$ cat src/rtl/mem_arbiter.sv
// mem_arbiter
//   Shares one byte-wide unified RAM port between instruction fetch (IF)
//   and load/store (MEM). Multi-byte transfers are serialised one byte per
//   cycle. MEM has priority; transfers are non-preemptive except that an IF
//   fetch is abandoned on if_flush_i.
//
// Ports
//   clk_in, rst_n_in          clock, synchronous active-low reset
//   if_req_i/if_addr_i        IF word fetch request (held until if_done_o)
//   if_flush_i                abort pending or in-flight IF fetch
//   if_done_o/if_data_o       one-cycle done pulse, little-endian word
//   if_stall_req_o            IF request outstanding (combinational)
//   mem_req_i/we/size/addr/wdata  MEM request (held until mem_done_o)
//   mem_done_o/mem_rdata_o    one-cycle done pulse, zero-extended load data
//   mem_stall_req_o           MEM request outstanding (combinational)
//   ram_din/ram_dout/ram_a/ram_wr  byte RAM port; read data lags address by one cycle
module mem_arbiter #(
  parameter int ADDR_WIDTH = 32
) (
  input  logic                  clk_in,
  input  logic                  rst_n_in,
  input  logic                  if_req_i,
  input  logic [ADDR_WIDTH-1:0] if_addr_i,
  input  logic                  if_flush_i,
  output logic                  if_done_o,
  output logic [31:0]           if_data_o,
  output logic                  if_stall_req_o,
  input  logic                  mem_req_i,
  input  logic                  mem_we_i,
  input  logic [1:0]            mem_size_i,
  input  logic [ADDR_WIDTH-1:0] mem_addr_i,
  input  logic [31:0]           mem_wdata_i,
  output logic                  mem_done_o,
  output logic [31:0]           mem_rdata_o,
  output logic                  mem_stall_req_o,
  input  logic [7:0]            ram_din,
  output logic [7:0]            ram_dout,
  output logic [ADDR_WIDTH-1:0] ram_a,
  output logic                  ram_wr
);

  typedef enum logic [1:0] {S_IDLE, S_READ, S_WRITE} state_t;

  state_t                r_state;
  logic                  r_is_mem;   // owner of the current transfer
  logic [2:0]            r_n;        // byte count: 1, 2 or 4
  logic [2:0]            r_cnt;      // edges elapsed since acceptance
  logic [ADDR_WIDTH-1:0] r_addr;
  logic [31:0]           r_wdata;
  logic [31:0]           r_buf;      // read assembly buffer, cleared on accept

  logic [ADDR_WIDTH-1:0] r_ram_a;
  logic [7:0]            r_ram_dout;
  logic                  r_ram_wr;
  logic                  r_if_done;
  logic                  r_mem_done;
  logic [31:0]           r_if_data;
  logic [31:0]           r_mem_rdata;

  logic                  w_mem_go;
  logic                  w_if_go;
  logic [2:0]            w_mem_n;
  logic [1:0]            w_lane;
  logic [31:0]           w_buf_nxt;
  logic [ADDR_WIDTH-1:0] w_byte_addr;
  logic [7:0]            w_wbyte;

  // A port whose done is high this cycle is locked out at this edge so a
  // still-held request is not re-accepted before the requester sees done.
  assign w_mem_go = mem_req_i & ~r_mem_done;
  assign w_if_go  = if_req_i & ~if_flush_i & ~r_if_done;

  always_comb begin
    w_mem_n = 3'd4;
    if (mem_size_i == 2'b00)      w_mem_n = 3'd1;
    else if (mem_size_i == 2'b01) w_mem_n = 3'd2;
  end

  // Byte issued at edge E0+k arrives on ram_din in time for edge E0+k+2.
  assign w_lane      = 2'(r_cnt - 3'd2);
  assign w_byte_addr = r_addr + ADDR_WIDTH'(r_cnt);
  assign w_wbyte     = r_wdata[{r_cnt[1:0], 3'b000} +: 8];

  always_comb begin
    w_buf_nxt = r_buf;
    w_buf_nxt[{w_lane, 3'b000} +: 8] = ram_din;
  end

  always_ff @(posedge clk_in) begin
    if (!rst_n_in) begin
      r_state     <= S_IDLE;
      r_is_mem    <= 1'b0;
      r_n         <= 3'd0;
      r_cnt       <= 3'd0;
      r_addr      <= '0;
      r_wdata     <= '0;
      r_buf       <= '0;
      r_ram_a     <= '0;
      r_ram_dout  <= '0;
      r_ram_wr    <= 1'b0;
      r_if_done   <= 1'b0;
      r_mem_done  <= 1'b0;
      r_if_data   <= '0;
      r_mem_rdata <= '0;
    end else begin
      r_if_done  <= 1'b0;
      r_mem_done <= 1'b0;
      case (r_state)
        S_IDLE: begin
          r_ram_wr <= 1'b0;
          if (w_mem_go) begin
            r_is_mem <= 1'b1;
            r_n      <= w_mem_n;
            r_addr   <= mem_addr_i;
            r_wdata  <= mem_wdata_i;
            r_buf    <= '0;
            r_cnt    <= 3'd1;
            r_ram_a  <= mem_addr_i;
            if (mem_we_i) begin
              r_ram_dout <= mem_wdata_i[7:0];
              r_ram_wr   <= 1'b1;
              r_state    <= S_WRITE;
            end else begin
              r_state    <= S_READ;
            end
          end else if (w_if_go) begin
            r_is_mem <= 1'b0;
            r_n      <= 3'd4;
            r_addr   <= if_addr_i;
            r_buf    <= '0;
            r_cnt    <= 3'd1;
            r_ram_a  <= if_addr_i;
            r_state  <= S_READ;
          end
        end
        S_READ: begin
          if (!r_is_mem && if_flush_i) begin
            r_state <= S_IDLE;
          end else begin
            r_cnt <= r_cnt + 3'd1;
            if (r_cnt < r_n)   r_ram_a <= w_byte_addr;
            if (r_cnt >= 3'd2) r_buf   <= w_buf_nxt;
            if (r_cnt == r_n + 3'd1) begin
              // last byte comes straight from ram_din into the output
              if (r_is_mem) begin
                r_mem_done  <= 1'b1;
                r_mem_rdata <= w_buf_nxt;
              end else begin
                r_if_done   <= 1'b1;
                r_if_data   <= w_buf_nxt;
              end
              r_state <= S_IDLE;
            end
          end
        end
        S_WRITE: begin
          if (r_cnt < r_n) begin
            r_ram_a    <= w_byte_addr;
            r_ram_dout <= w_wbyte;
            r_ram_wr   <= 1'b1;
            r_cnt      <= r_cnt + 3'd1;
          end else begin
            r_ram_wr   <= 1'b0;
            r_mem_done <= 1'b1;
            r_state    <= S_IDLE;
          end
        end
        default: r_state <= S_IDLE;
      endcase
    end
  end

  assign ram_a       = r_ram_a;
  assign ram_dout    = r_ram_dout;
  assign ram_wr      = r_ram_wr;
  assign if_done_o   = r_if_done;
  assign if_data_o   = r_if_data;
  assign mem_done_o  = r_mem_done;
  assign mem_rdata_o = r_mem_rdata;

  assign if_stall_req_o  = if_req_i & ~r_if_done & ~if_flush_i;
  assign mem_stall_req_o = mem_req_i & ~r_mem_done;

endmodule

$ cat config.mk
export PLATFORM = sky130hd
export DESIGN_NAME = mem_arbiter
export DESIGN_NICKNAME = d
export VERILOG_FILES = /design/src/rtl/mem_arbiter.sv
export SDC_FILE = /design/constraint.sdc
export NUM_CORES = 1
export LEC_CHECK = 0
export BUFFER_PORTS_ARGS = -buffer_cell sky130_fd_sc_hd__buf_2
export CORE_MARGIN = 2
export CORE_UTILIZATION = 55
export DETAILED_ROUTE_END_ITERATION = 8
export GPL_ROUTABILITY_DRIVEN = 0
export GPL_TIMING_DRIVEN = 0
export PLACE_DENSITY = 0.81
export REMOVE_ABC_BUFFERS = 1
export SLEW_MARGIN = 40
export SYNTH_ARGS = -nofsm -noshare
export SYNTH_HDL_FRONTEND = slang
export SYNTH_SLANG_ARGS = --single-unit
$ cat constraint.sdc
create_clock -name clk_in -period 5.35 [get_ports clk_in]
set_input_delay 0.535 -clock clk_in [delete_from_list [all_inputs] [get_ports clk_in]]
set_output_delay 0.535 -clock clk_in [all_outputs]
set_load 0.02 [all_outputs]
==> results of run 1 <==
stage by stage:
step,instances,setup WS (ns)
4_1_cts,1565,2.21
3_3_place_gp,1518,-0.547
2_1_floorplan,1073,1.00
3_5_place_dp,1526,2.02
5_1_grt,1566,1.94
6_report,1566,2.17
cells in the final DEF, fill, tap and decap left out, drive strengths merged, types with 4 or more instances in the layout:
| master | n |
|---|---|
| a211oi | 35 |
| a21oi | 72 |
| a22oi | 33 |
| a311oi | 9 |
| a31o | 6 |
| a31oi | 4 |
| and3 | 11 |
| and4 | 4 |
| buf | 229 |
| clkbuf | 29 |
| clkinv | 7 |
| dfxtp | 212 |
| ha | 17 |
| inv | 45 |
| mux2i | 37 |
| mux4 | 8 |
| nand2 | 172 |
| nand2b | 6 |
| nand3 | 88 |
| nand4 | 18 |
| nor2 | 94 |
| nor3 | 17 |
| o211ai | 9 |
| o21ai | 105 |
| o22ai | 8 |
| o31ai | 5 |
| xor2 | 17 |
worst max-delay path, cell delays in order (launching register included):
cell     delay [ns]
dfxtp_1        0.39
inv_1          0.09
ha_2           0.54
inv_2          0.55
a21oi_1        0.15
nor2_2         0.64
nand2_1        0.40
o31ai_1        0.33
worst min-delay path by stage:
stage | endpoint | depth (start not counted)
after CTS | r_wdata[20] | 3
after global placement | ram_a[0] | 2
after floorplan | r_wdata[16] | 2
after global routing | r_wdata[12] | 3
after detailed placement | r_wdata[26] | 2
final | r_wdata[19] | 3
sequential cells by signal, indices dropped and copies added, names as in the netlist:
name,cells
r_wdata,32
r_is_mem,1
mem_rdata_o,32
r_state,2
if_done_o,1
mem_done_o,1
r_cnt,3
r_addr,32
ram_dout,8
ram_wr,1
ram_a,32
r_n,3
if_data_o,32
r_buf,32
cell type report:
type	count	share of cell area, %
multi-input cells	816	42.3
flip-flops and latches	212	36.5
repair buffers	229	11.1
clock buffers	29	5.40
well taps	225	2.42
inverters	45	1.52
clock inverters	10	0.688
logic make-up after synthesis:
logic type	Yosys count	synth area share [%]
and+or+nand+nor	431	20.5
buffers and inverters	134	5.32
AOI/OAI and AO/OA	300	19.5
xor gates and xnor gates	21	2.08
DFF	212	44.3
adders and majority gates	18	2.43
muxes	46	5.86
layer usage:
| metal | up-vias | wire, um | track usage [%] |
|---|---|---|---|
| li1 | 4435 | - | - |
| met1 | 4137 | 11000 | 35.9 |
| met2 | 340 | 11500 | 42.1 |
| met3 | 51 | 1770 | 4.44 |
| met4 | 0 | 618 | 7.75 |
| met5 | - | 0 | 0 |
Yosys cell counts, drive strengths merged (8+ instances only):
library cell    n
a21oi          72
nand3          88
dfxtp         212
inv            45
nand4          18
o22ai           8
nor2           94
a211oi         35
nor3           17
nand2         172
a311oi          9
a22oi          33
mux4            8
o21ai         105
o211ai          9
buf            18
and3           11
ha             17
clkbuf         71
xor2           17
mux2i          37
power by group:
group	switching, mW	internal [mW]
combinational	0.609	0.350
clock	0.615	0.874
sequential	0.117	1.72
==> metrics, run 1 <==
n_diodes=0; DP HPWL=roughly 17000 um; Worst setup endpoint=ram_a[16]; vias in the first global route=about 8.1k; Reg area=4250 um2; Seq cells post-synth=212; sum of negative setup slack=0 ns; CTS buffer count=22; Synth cell types=just under 60; DRT iter0 DRCs=773; number of failing hold endpoints at the final stage=0; Tot Pwr=4.28 mW; Fillers=between 1k and 1.5k; status=finished clean; Clock transition at path regs=around 0.06 ns; number of enable flip-flop cells after synthesis=0; PortBufs=220; antenna violations before repair=1; Std-Cell Rows=between 40 and 50; actual slew at the worst max-slew pin=between 0.7 and 0.8 ns; DP Area=between 10000 and 15000 um2; min Tclk post-route=approximately 3.2 ns; Multi-input gate area=roughly 4900 um2; first-pass GRT wire length=between 30000 and 40000 um; vias=8963; Die X=roughly 140 um; Peak supply drop=approximately 0.28 mV; Placeable Area=about 17000 um2; HP Start=mem_wdata_i[19]; post-CTS sizing=0; Max clock buf depth=3; Yosys warning total=0; CTS tree=yes; startpoint types=register; TritonRoute pass-1 iters=5; Post-synth ARST share=0%; Num Clock Sinks=approximately 210; Arr. time, crit path=about 3.6 ns; Syn Std Cell Area=between 9000 and 10000 um2; Initial Util=55.8%; boundary pin count=221; crit path max fanout=33; required time of the worst setup path=5.75 ns; RSZ-0062 raised after global routing=false; GR Overflow Total=0; layout cell share with drive strength beyond 1=23.0%; post-route cell area=11600 um2; fmax=between 0.3 and 0.4 GHz; vias per inst=approximately 5.7; gr usage total=roughly a quarter; largest net degree at the start of global routing=75; DRT antenna net count=0; Rel. slew slack=a little under half; Synth top area share=44.3%; CTS root buf=clkbuf_16; top cells by area, synth=dfxtp_1 44%, nand2_1 6.7%, o21ai_0 5.4%; Die H=around 140 um; DRC Markers=0; depth of the most critical reg-to-reg path=7; setup bufs post-CTS=0; leakage power=between 4 and 5 nW; hold slack=roughly 0.27 ns; die area=18500 um2; Worst Path Class, Setup=register to register; Cell Pwr Density=368 nW/um2; Hold Crit Class=input port to register; worst setup path start=r_state[0]; final setup fails=0; post-cts hold buffer count=0; area grow syn2layout=21.4%; clk_skew=0.0102 ns; FF-to-FF Start=r_state[0]; fin. max-slew vios=0; final WL=24800 um; WL/cell=approximately 16 um; worst reg-to-reg setup slack=roughly 2.2 ns; cells after synthesis=roughly 1.2k; fin nets=about 1.5k; Worst-Skew Late Latency=approximately 0.49 ns; max-cap violation count=0; Critical Path Sink Type=register; H-tree depth=1; worst r2r dst=ram_a[16]; Layout Utilization=67.7%; leading area contributor after synthesis=dfxtp_1; Final Cycle Share=between 50% and 60%; sequential fraction of the synthesis area=44.3%; syn_area_per_cell=8.24 um2; ys flop type=dfxtp_1
(Power assumes the default switching activity.)
==> run 2, diff against run 1 <==
Settings changed: CORE_UTILIZATION 55 to 54, PLACE_DENSITY 0.81 to 0.8.
Clock period 5.35 ns to 3 ns, I/O delays scaled along.
==> run 2 against run 1 <==
Sequential share of layout area down 0.26 points; non-clock buffer count up 1; critical path type unchanged; register-to-register slack got worse by 1.9 ns; sequential power is 79% higher.
==> metrics, run 2 (synthesis gave the netlist of run 1 again) <==
max-cap violation count=0 (unchanged); Max clock buf depth=3 (unchanged); PortBufs=220 (unchanged); Clock transition at path regs=0.06 ns (about the same); H-tree depth=1 (unchanged); Tot Pwr=7.76 mW (was 4.28 mW); Std-Cell Rows=48 (unchanged); Placeable Area=17300 um2 (was 17200 um2); antenna violations before repair=2 (was 1); slowest stage delay, CP=0.49 ns (was 0.64 ns); final setup fails=0 (unchanged); DRT iter0 DRCs=645 (was 773); setup bufs post-CTS=0 (unchanged); WHS Path Cells=3 (unchanged); min Tclk post-route=2.75 ns (was 3.18 ns); area grow syn2layout=22.3% (was 21.4%); die area=18800 um2 (was 18500 um2); CTS root buf=clkbuf_16 (unchanged); Final Cycle Share=91.7% (was 59.5%); most common library cell in the layout ignoring fill and taps=buf_2 (unchanged); actual slew at the worst max-slew pin=0.808 ns (was 0.796 ns); CTS tree=yes (unchanged); vias per inst=5.74 (was 5.72); Num Clock Sinks=212 (unchanged); final WL=25200 um (was 24800 um); gr usage total=25.8% (was 26.1%); Die X=137 um (was 136 um); CP Cell Sequence=inv_1 > ha_4 > inv_2 > a21oi_1 > nor2_4 > nand2_1 > o31ai_1 (was inv_1 > ha_2 > inv_2 > a21oi_1 > nor2_2 > nand2_1 > o31ai_1); required time of the worst setup path=3.42 ns (was 5.75 ns); Hold Crit Class=input port to register (unchanged); largest net degree at the start of global routing=73 (was 75); RSZ-0062 raised after global routing=false (unchanged); status=finished clean (unchanged); DP HPWL=17100 um (was 16800 um); boundary pin count=221 (unchanged); Critical Path Sink Type=register (unchanged); DRC Markers=0 (unchanged); clk_skew=0.0141 ns (was 0.0102 ns); Multi-input gate area=4950 um2 (was 4930 um2); layout cell share with drive strength beyond 1=23.0% (about the same); fin. max-slew vios=0 (unchanged); first-pass GRT wire length=39600 um (was 39800 um); TritonRoute pass-1 iters=5 (unchanged); crit-path leading delay family=simple AND/OR/NAND/NOR gates (unchanged); Arr. time, crit path=3.17 ns (was 3.58 ns); CP bufs+invs=2 (unchanged); depth of the most critical reg-to-reg path=7 (unchanged); Initial Util=55.4% (was 55.8%); vias in the first global route=8043 (was 8142); Rel. slew slack=46.0% (was 46.9%); Die H=137 um (was 136 um); WL/cell=16.1 um (was 15.9 um); GR Overflow Total=0 (unchanged); Worst-Skew Late Latency=0.51 ns (was 0.49 ns); sum of negative setup slack=0 ns (unchanged); leakage power=4.81 nW (was 4.77 nW); CTS buffer count=23 (was 22); fmax=0.363 GHz (was 0.314 GHz); startpoint types=register (unchanged); Cell Pwr Density=662 nW/um2 (was 368 nW/um2); Peak supply drop=0.495 mV (was 0.278 mV); Fillers=1439 (was 1432); Reg area=4250 um2 (unchanged); CP Depth=7 (unchanged); Worst Path Class, Setup=register to register (unchanged); fin nets=1458 (was 1456); most frequent cells in the layout=219 x buf_2, 210 x dfxtp_1, 171 x nand2_1, 104 x o21ai_0, 91 x nor2_1 (unchanged); DRT antenna net count=0 (unchanged); number of failing hold endpoints at the final stage=0 (unchanged); Slowest cell on crit path=inv_2 (was nor2_2); crit path max fanout=33 (unchanged); vias=8990 (was 8963)
run 2: cell count changes in the layout (fill, tap and decap cells not counted), sizes merged:
cell / delta
clkbuf: +5
clkinv: -5
clkinvlp: -2
buf: +1
diode: +1
run 2: power breakdown:
| part | leakage [nW] | switching, mW | internal (mW) |
|---|---|---|---|
| clock | 0.360 | 1.09 | 1.65 |
| combinational | 2.71 | 1.10 | 0.647 |
| sequential | 1.73 | 0.206 | 3.06 |
run 2: area by class of cell:
class	count	area share (%)
diodes	1	0.0214
clock buffers	34	5.86
clock inverters	3	0.342
inverters	45	1.51
multi-input cells	816	42.2
flip-flops and latches	212	36.2
well taps	225	2.40
repair buffers	230	11.4
run 2: per-stage QoR:
| step | worst slack (ns) | cells | cell area, um2 | util (%) | hold slack [ns] |
|---|---|---|---|---|---|
| after floorplan | -1.28 | 1073 | 9240 | - | 0.433 |
| after global placement | -2.70 | 1518 | 10600 | 61.4 | 0.438 |
| after detailed placement | -0.141 | 1527 | 11000 | 63.4 | 0.441 |
| after CTS | 0.0424 | 1564 | 11700 | 67.7 | 0.0189 |
| after global routing | 0.0168 | 1565 | 11700 | 67.7 | 0.0213 |
| final | 0.249 | 1566 | 11700 | 67.7 | 0.0291 |
run 2: per-layer routing:
| metal | vias up | part of all wire (%) | global-route usage [%] |
|---|---|---|---|
| met5 | - | 0.052 | 0 |
| met4 | 2 | 1.9 | 6.01 |
| met3 | 45 | 7.2 | 5.45 |
| met2 | 284 | 47 | 42.5 |
| met1 | 4217 | 44 | 34.8 |
| li1 | 4442 | - | - |
run 2: path summary, 6_finish.rpt:
kind | startpoint | end | slack (ns)
worst max-delay path | r_state[0] | ram_a[21] | 0.25
worst min-delay path | mem_wdata_i[10] | r_wdata[10] | 0.03
worst max register to register | r_state[0] | ram_a[21] | 0.25
worst min register to register | ram_a[0] | ram_a[0] | 0.45
run 2: worst register-to-register path: cells and delay by family (launching register included):
| kind | cells | cell delay (ns) |
|---|---|---|
| buffers and inverters | 2 | 0.60 |
| AO/OA/AOI/OAI | 2 | 0.52 |
| adder cells (fa/ha/maj) | 1 | 0.39 |
| flip-flops | 1 | 0.39 |
| AND/OR/NAND/NOR | 2 | 0.77 |
run 2: timing repair:
action	4_1_cts	5_1_grt
cloned	0	0
endpoints found under the setup margin	19	64
hold buffers	0	0
gates resized for setup	3	1
==> run 3, diff against run 2 <==
Settings changed: BUFFER_PORTS_ARGS -buffer_cell sky130_fd_sc_hd__buf_2 to -buffer_cell sky130_fd_sc_hd__buf_4, REMOVE_ABC_BUFFERS 1 to default.
==> run 3 against run 2 <==
Count of clock-buffer cells in the layout is 3 lower; power is 1.6% higher; die area is the same; critical path type unchanged; largest cell class unchanged; highest routed layer is now met4.
==> metrics, run 3 (synthesis gave the netlist of run 1 again) <==
NetSw=2.50 mW (was 2.40 mW); post-route cell area=12300 um2 (was 11700 um2); first-pass GRT wire length=46800 um (was 39600 um); combinational share of power=24.2% (was 22.5%); DP Area=11500 um2 (was 11000 um2); DRT antenna net count=0 (unchanged); leakage power=4.90 nW (was 4.81 nW); setup bufs post-CTS=0 (unchanged); max-cap violation count=0 (unchanged); PortBufs=220 (unchanged); largest net degree at the start of global routing=15 (was 73); DP HPWL=22400 um (was 17100 um); most frequent cells in the layout=221 x buf_4, 211 x dfxtp_1, 172 x nand2_1, 104 x o21ai_0, 94 x nor2_1 (was 219 x buf_2, 210 x dfxtp_1, 171 x nand2_1, 104 x o21ai_0, 91 x nor2_1); Rel. slew slack=43.6% (was 46.0%); syn nets=1292; sum of negative setup slack=0 ns (unchanged); CTS tree=yes (unchanged); GR Overflow Total=0 (unchanged); Clock Power Share=34.4% (was 35.4%); fmax=0.351 GHz (was 0.363 GHz); Clock transition at path regs=0.06 ns (about the same); layout cell share with drive strength beyond 1=20.5% (was 23.0%); Initial Util=55.4% (unchanged); actual slew at the worst max-slew pin=0.842 ns (was 0.808 ns); GRT Max-Usage Layer=met2 (unchanged); status=finished clean (unchanged); number of failing hold endpoints at the final stage=0 (unchanged); boundary pin count=221 (unchanged); gr usage total=31.4% (was 25.8%); vias in the first global route=9082 (was 8043); clk_skew=0.0142 ns (was 0.0141 ns); Placeable Area=17300 um2 (unchanged); CTS root buf=clkbuf_16 (unchanged); die area=18800 um2 (unchanged); Worst Path Class, Setup=register to register (unchanged); P_int=5.39 mW (was 5.36 mW); fin nets=1536 (was 1458); GR Util met3=5.74% (was 5.45%); Tot Pwr=7.89 mW (was 7.76 mW); n_diodes=0 (was 1); hold slack=0.0455 ns (was 0.0291 ns); crit path max fanout=10 (was 33); startpoint types=register (unchanged); Cell Pwr Density=644 nW/um2 (was 662 nW/um2); Die H=137 um (unchanged); Peak supply drop=0.457 mV (was 0.495 mV); vias per inst=5.92 (was 5.74); grt met1 use=41.3% (was 34.8%); min Tclk post-route=2.85 ns (was 2.75 ns); CTS buffer count=22 (was 23); Sw Ratio=31.7% (was 30.9%); Worst-Skew Late Latency=0.51 ns (about the same); TritonRoute pass-1 iters=6 (was 5); DRT iter0 DRCs=903 (was 645); WL/cell=18.7 um (was 16.1 um); antenna violations before repair=0 (was 2); register share of total power=41.4% (was 42.1%); post-CTS sizing=2 (was 3); vias=9727 (was 8990); Hold Crit Class=input port to register (unchanged); Arr. time, crit path=3.22 ns (was 3.17 ns); Final Cycle Share=94.9% (was 91.7%); H-tree depth=1 (unchanged); global routing usage on met2=52.7% (was 42.5%); required time of the worst setup path=3.38 ns (was 3.42 ns); fin. max-slew vios=0 (unchanged); most common library cell in the layout ignoring fill and taps=buf_4 (was buf_2); Die X=137 um (unchanged); area grow syn2layout=27.9% (was 22.3%); Std-Cell Rows=48 (unchanged); final WL=30700 um (was 25200 um); RSZ-0062 raised after global routing=false (unchanged); final setup fails=0 (unchanged); DRC Markers=0 (unchanged); Max clock buf depth=3 (unchanged); Num Clock Sinks=212 (unchanged); post-cts hold buffer count=0 (unchanged); Critical Path Sink Type=register (unchanged); Fillers=1433 (was 1439)
[run 3: path summary, 6_finish.rpt]
kind | startpoint | end | slack [ns] | depth (start not counted)
setup / recovery | r_cnt[0] | ram_a[18] | 0.15 | 7
hold / removal | mem_wdata_i[19] | r_wdata[19] | 0.05 | 3
setup reg to reg | r_cnt[0] | ram_a[18] | 0.15 | 7
hold reg to reg | r_wdata[11] | r_wdata[11] | 0.45 | 2
[run 3: through the flow]
step	setup WS, ns	instances	utilization [%]
3_5_place_dp	-0.162	1607	66.6
6_report	0.152	1642	70.8
2_1_floorplan	0.733	1162	-
3_3_place_gp	-0.102	1607	66.6
5_1_grt	0.00832	1642	70.8
4_1_cts	0.0171	1642	70.7
[run 3: area by class of cell]
cell class                 instances  area, um2  area share (%)
multi-input combinational        816       4850            39.6
sequential                       212       4250            34.7
timing repair buffer             220       1650            13.5
clock buffer                      31        666            5.43
buffer                            89        345            2.82
tap                              225        282            2.30
inverter                          45        169            1.38
clock inverter                     4       45.0           0.368
[run 3: power by group through the flow]
stage | clock (mW) | combinational, mW | sequential [mW]
CTS | 2.73 | 1.86 | 3.25
global route | 2.84 | 2.05 | 3.29
finish | 2.71 | 1.91 | 3.26
floorplan | 0 | 1.03 | 3.40
detailed placement | 0 | 1.85 | 3.31
global placement | 0 | 1.82 | 3.30
[run 3: per-layer routing]
layer | routed length [um] | up-vias
met3 | 2820 | 67
met1 | 12600 | 4582
li1 | - | 4586
met5 | 0 | -
met4 | 635 | 0
met2 | 14700 | 492
[run 3: critical path: stages (launching register included)]
cell      delay [ns]
dfxtp_2         0.41
ha_1            0.26
fa_1            0.41
a21oi_1         0.49
nor4_4          0.15
clkbuf_1        0.28
o311ai_0        0.58
o21ai_0         0.13
